===== config.mk =====
export PLATFORM = sky130hd
export DESIGN_NAME = clock_divider_prog_flat
export DESIGN_NICKNAME = d
export VERILOG_FILES = /design/src/rtl/clock_divider_prog_if.sv /design/src/rtl/clock_divider_prog.sv /design/src/flat_wrapper.sv
export SDC_FILE = /design/constraint.sdc
export NUM_CORES = 1
export LEC_CHECK = 0
export ABC_AREA = 1
export BUFFER_PORTS_ARGS = -buffer_cell sky130_fd_sc_hd__buf_2
export CAP_MARGIN = 20
export CORE_ASPECT_RATIO = 1.2
export CORE_MARGIN = 2
export CORE_UTILIZATION = 50
export CTS_BUF_LIST = sky130_fd_sc_hd__clkbuf_8 sky130_fd_sc_hd__clkbuf_16
export CTS_CLUSTER_DIAMETER = 60
export DETAILED_ROUTE_END_ITERATION = 8
export HOLD_SLACK_MARGIN = 0.12
export PLACE_DENSITY = 0.69
export SLEW_MARGIN = 20
export SYNTH_ARGS = -nofsm -noshare
export SYNTH_HDL_FRONTEND = slang
export SYNTH_SLANG_ARGS = --single-unit

===== constraint.sdc =====
create_clock -name clk -period 2 [get_ports clk]
set_input_delay 0.4 -clock clk [delete_from_list [all_inputs] [get_ports clk]]
set_output_delay 0.4 -clock clk [all_outputs]
set_load 0.03 [all_outputs]

===== src/rtl/clock_divider_prog_if.sv =====
// Control and status bundle for the programmable clock divider.
// The master drives the divisor/control strobes and the slave returns the divided clock and status.
interface clock_divider_prog_if #(
  parameter int unsigned CNT_W = 25
);
  logic             en;
  logic             sync_clr;
  logic             load;
  logic [CNT_W-1:0] div_in;
  logic             clk_out;
  logic             tick;
  logic             tap;
  logic             pending;
  logic [CNT_W-1:0] div_cur;

  modport master (
    output en, sync_clr, load, div_in,
    input  clk_out, tick, tap, pending, div_cur
  );

  modport slave (
    input  en, sync_clr, load, div_in,
    output clk_out, tick, tap, pending, div_cur
  );
endinterface


===== src/rtl/clock_divider_prog.sv =====
// Runtime-programmable clock divider: toggles clk_out every div_cur+1 enabled cycles.
// A divisor loaded mid-phase is deferred to the next terminal count so no runt phases appear.
module clock_divider_prog #(
  parameter int unsigned     CNT_W       = 25,
  parameter logic [CNT_W-1:0] DEFAULT_DIV = '1,
  parameter int unsigned     TAP_BIT     = 10
) (
  input  logic                 clk,
  input  logic                 rst,
  clock_divider_prog_if.slave  bus
);

  logic [CNT_W-1:0] count_q,    count_d;
  logic [CNT_W-1:0] div_cur_q,  div_cur_d;
  logic [CNT_W-1:0] div_pend_q, div_pend_d;
  logic             clk_out_q,  clk_out_d;
  logic             tick_q,     tick_d;
  logic             pending_q,  pending_d;
  logic             terminal_c;

  // >= rather than == so a divisor that shrank below the running count still terminates
  assign terminal_c = bus.en && (count_q >= div_cur_q);

  // Next-state: sync_clr outranks the enable/terminal logic
  always_comb begin
    count_d    = count_q;
    div_cur_d  = div_cur_q;
    div_pend_d = div_pend_q;
    clk_out_d  = clk_out_q;
    tick_d     = 1'b0;
    pending_d  = pending_q;

    if (bus.sync_clr) begin
      count_d   = '0;
      clk_out_d = 1'b0;
      pending_d = 1'b0;
      if (bus.load) begin
        div_cur_d = bus.div_in;
      end else if (pending_q) begin
        div_cur_d = div_pend_q;
      end
    end else if (!bus.en) begin
      // No running phase to protect, so a load takes effect at once
      if (bus.load) begin
        div_cur_d = bus.div_in;
        pending_d = 1'b0;
      end
    end else if (terminal_c) begin
      count_d   = '0;
      clk_out_d = ~clk_out_q;
      tick_d    = 1'b1;
      pending_d = 1'b0;
      if (bus.load) begin
        div_cur_d = bus.div_in;
      end else if (pending_q) begin
        div_cur_d = div_pend_q;
      end
    end else begin
      count_d = count_q + CNT_W'(1);
      if (bus.load) begin
        div_pend_d = bus.div_in;
        pending_d  = 1'b1;
      end
    end
  end

  always_ff @(posedge clk) begin
    if (rst) begin
      count_q    <= '0;
      div_cur_q  <= DEFAULT_DIV;
      div_pend_q <= '0;
      clk_out_q  <= 1'b0;
      tick_q     <= 1'b0;
      pending_q  <= 1'b0;
    end else begin
      count_q    <= count_d;
      div_cur_q  <= div_cur_d;
      div_pend_q <= div_pend_d;
      clk_out_q  <= clk_out_d;
      tick_q     <= tick_d;
      pending_q  <= pending_d;
    end
  end

  assign bus.clk_out = clk_out_q;
  assign bus.tick    = tick_q;
  assign bus.tap     = count_q[TAP_BIT];
  assign bus.pending = pending_q;
  assign bus.div_cur = div_cur_q;

endmodule


===== src/flat_wrapper.sv =====
// flat-port wrapper written by rule: the top's interface ports become plain ports
module clock_divider_prog_flat 
#(
  parameter int unsigned     CNT_W       = 25,
  parameter logic [CNT_W-1:0] DEFAULT_DIV = '1,
  parameter int unsigned     TAP_BIT     = 10
)
  (clk, rst, bus_en, bus_sync_clr, bus_load, bus_div_in, bus_clk_out, bus_tick, bus_tap, bus_pending, bus_div_cur);
  clock_divider_prog_if #(.CNT_W(CNT_W)) bus_i ();
  input  logic clk;
  input  logic rst;
  input wire logic [$bits(bus_i.en)-1:0] bus_en;
  input wire logic [$bits(bus_i.sync_clr)-1:0] bus_sync_clr;
  input wire logic [$bits(bus_i.load)-1:0] bus_load;
  input wire logic [$bits(bus_i.div_in)-1:0] bus_div_in;
  output wire logic [$bits(bus_i.clk_out)-1:0] bus_clk_out;
  output wire logic [$bits(bus_i.tick)-1:0] bus_tick;
  output wire logic [$bits(bus_i.tap)-1:0] bus_tap;
  output wire logic [$bits(bus_i.pending)-1:0] bus_pending;
  output wire logic [$bits(bus_i.div_cur)-1:0] bus_div_cur;
  assign bus_i.en = bus_en;
  assign bus_i.sync_clr = bus_sync_clr;
  assign bus_i.load = bus_load;
  assign bus_i.div_in = bus_div_in;
  assign bus_clk_out = bus_i.clk_out;
  assign bus_tick = bus_i.tick;
  assign bus_tap = bus_i.tap;
  assign bus_pending = bus_i.pending;
  assign bus_div_cur = bus_i.div_cur;
  clock_divider_prog #(.CNT_W(CNT_W), .DEFAULT_DIV(DEFAULT_DIV), .TAP_BIT(TAP_BIT)) u_core (.clk(clk), .rst(rst), .bus(bus_i));
endmodule

==> implementation parameters <==
Parameter                              Value

Outcome
  Run status    finished with violations
  Violations in the final reports    negative setup slack

Logic synthesis
  Mean post-synth cell area    6.73 um2
  Top cells by area in the synthesized netlist    sky130_fd_sc_hd__dfxtp_1 (33%), sky130_fd_sc_hd__nand2_1 (15%), sky130_fd_sc_hd__nor2_1 (7.8%)
  Proportion of netlist area held by the largest area contributor    0.332
  Mapped cell area    approximately 4700 um2
  Cell with the most instances after synthesis    sky130_fd_sc_hd__nand2_1
  Primary flip-flop cell chosen by synthesis mapping    sky130_fd_sc_hd__dfxtp_1
  Net Count, Synth    754
  Synth Register Bits    78
  EDFF count, synth    0
  Sequential element share of the synthesized area    0.332
  Gate Count Post-Synth    698
  Synth warnings    0
  Most common library cells after synthesis    sky130_fd_sc_hd__nand2_1 (186), sky130_fd_sc_hd__nor2_1 (98), sky130_fd_sc_hd__inv_1 (89), sky130_fd_sc_hd__dfxtp_1 (78), sky130_fd_sc_hd__nand3_1 (64)
  Cell accounting for the most synthesized area    sky130_fd_sc_hd__dfxtp_1
  Asr flop ratio synth    0
  Synth cell types    37

Min path
  Hold Crit Class    in2reg

Detailed routing
  Residual DRC count    0
  1st-pass router iterations    8
  Total Wirelength    15.2 mm
  Antenna violation net count after detailed routing    0
  Detailed router's first-iteration violation count    around 230
  Via total after detailed routing    about 5000
  Post-DR wirelength/cell    16.4 um
  Number of vias per cell after detailed routing    around 5.4

STA
  Final period utilization    1.02
  Slew margin rel.    0.331
  Maximum clock rate    0.491 GHz
  Actual slew at the worst max-slew pin    1000 ps
  Number of endpoints failing setup at the final stage    9
  Worst clock skew    13.8 ps
  Hold violation count in the final report    0
  Setup repair after global routing missed its margin    yes
  Fin. max-slew vios    0
  Final Hold Slack    approximately 260 ps
  Post-Route Setup TNS    -116 ps
  Final critical path time including I/O delays and setup    2040 ps
  Final setup margin    -35.4 ps

Worst setup path
  CP max stage delay    350 ps
  Crit path buf inv count    2
  CP Launch Type    register
  Worst path most repeated cell    sky130_fd_sc_hd__nand3_2
  Critical Path End Type    register
  Type of the worst setup path    reg2reg
  Slowest cell on the critical path    sky130_fd_sc_hd__dfxtp_2
  Gate family responsible for the most delay along the worst path    simple AND/OR/NAND/NOR gates
  Cell breakdown of the critical path    inv_2, ha_4, nand2_4, nor2_2, nand2_1, nor2_2, nand2_1, nand3_2, nor2_4, nand2_4, nand2_8, clkbuf_16, nand3_2, nand3_2
  WP data arrival    2280 ps
  Crit path max fanout    6
  Req. time, crit path    roughly 2300 ps

Placement
  IO Port Bufs    just under 60
  Final weighted congestion in routability-driven placement    0.886
  Placed cells    885
  Detailed placer's ending HPWL    9.06 mm
  Total cell area at the placement stage    5320 um2

Die
  Boundary Pins    59
  Die W    just over 90 um
  Die outline area    ~10000 um2
  Cell Rows    38
  Initial core utilization    0.517
  Die span in y    110 um
  Standard cell core area    9080 um2

Clock network
  Maximum level of the CTS H-tree    3
  Clock tree from TritonCTS    done
  Clk sinks    between 70 and 80
  Clk_lat worst skew    370 ps
  Number of buffers on the longest clock path    2
  Clock input transition at the sequential cells of the worst setup and hold paths    approximately 90 ps
  Total clock buffers created by CTS    9
  Root Buffer Master    sky130_fd_sc_hd__clkbuf_8

Layout
  Fill cells    713
  Final layout net count    ~860
  Share of final-layout standard cells stronger than drive strength 1    0.392
  Util after Layout    0.720
  Design Area, Final    between 6000 and 7000 um2
  Final Non-Filler Cells    between 900 and 1000
  Antenna cells    0
  Area Overhead vs Synth    39.1%

GRT
  Largest net degree at the start of global routing    53
  Met1 Usage GRT    0.295
  Global-route track usage on met3    0.0496
  Most utilized layer in the global route result    met2
  Global-route wire length before repair    roughly 21 mm
  Total overflow reported by the global router    0
  Antenna violations before repair    0
  Vias in the first global route    4645
  Global routing met2 resource utilization    0.486
  Total global-route track usage    0.263

Power
  Leakage component of the power    3.01 nW
  Peak ir drop on the vdd network    roughly 0.00052 V
  Power density cells    608 nW/um2

Job
  Number of maximum-capacitance violations    0
-- worst min-delay path, stage by stage --
cell and delay [ps]:
sky130_fd_sc_hd__buf_2 80, sky130_fd_sc_hd__nor2_1 40, sky130_fd_sc_hd__nor2_1 80
-- final cells by class --
type,count,area [um2],area share
Clock buffer,12,165,0.0253
Inverter,91,344,0.0527
Multi-Input combinational cell,503,3320,0.507
Sequential cell,78,1630,0.249
Clock inverter,4,68.8,0.0105
Tap cell,120,150,0.0230
Timing Repair Buffer,119,863,0.132
-- layout by cell type, fill, tap and decap left out, types with 28 or more instances in the layout --
cell,Yosys,final
sky130_fd_sc_hd__o21ai_0,28,28
sky130_fd_sc_hd__dfxtp_1,78,37
sky130_fd_sc_hd__nor2_1,98,91
sky130_fd_sc_hd__nand3_1,64,29
sky130_fd_sc_hd__dfxtp_2,0,35
sky130_fd_sc_hd__nand3_2,0,34
sky130_fd_sc_hd__nand2_1,186,163
sky130_fd_sc_hd__inv_1,89,72
sky130_fd_sc_hd__buf_2,2,58
sky130_fd_sc_hd__buf_4,5,53
-- where the power goes --
group	total (mW)	internal (mW)	leakage, nW	switching [mW]
sequential	1.68	1.63	0.643	0.0506
combinational	0.887	0.342	2.24	0.545
clock	1.40	0.799	0.124	0.604
total	3.97	2.77	3.01	1.20
-- through the flow --
step | total power, mW | worst slack [ps]
2_1_floorplan | 2.15 | 3.76
3_3_place_gp | 2.36 | 69.9
3_5_place_dp | 2.38 | 15.0
4_1_cts | 3.76 | -12.8
5_1_grt | 4.13 | -164
6_report | 3.97 | -35.4
-- logic make-up after synthesis --
logic type	count (synthesis)	share of synthesized area
XOR/XNOR	11	0.0205
buffers and inverters	123	0.117
flip-flops	78	0.332
adder cells (fa/ha/maj)	26	0.0693
AO/OA/AOI/OAI	76	0.0988
AND/OR/NAND/NOR	384	0.362
-- sequential cells by signal, summed over array words and instances (netlist names) --
register and cells:
u_core.bus.clk_out 1, u_core.bus.div_cur 25, u_core.bus.pending 1, u_core.bus.tick 1, u_core.count_q 25, u_core.div_pend_q 25
-- routing by layer --
layer	vias to the layer above	share of wire	wire (um)
li1	2440	-	-
met1	2339	0.40	6100
met2	178	0.50	7580
met3	46	0.053	811
met4	0	0.047	715
met5	-	0	0
-- worst paths after layout --
check / start / to / slack [ps] / depth (start not counted)
worst max-delay path: u_core.bus.div_cur[14] / u_core.bus.div_cur[8] / -40 / 14
worst min-delay path: bus_div_in[21] / u_core.div_pend_q[21] / 260 / 3
worst max register to register: u_core.bus.div_cur[14] / u_core.bus.div_cur[8] / -40 / 14
worst min register to register: u_core.bus.div_cur[11] / u_core.bus.div_cur[11] / 500 / 2
-- timing repair --
item,4_1_cts,5_1_grt
pin swaps,0,60
hold buffers,0,0
resized for setup,0,152
setup buffers,0,17
setup endpoints to repair,2,73
gates cloned,0,9
Power figures use the tool's default switching activity.
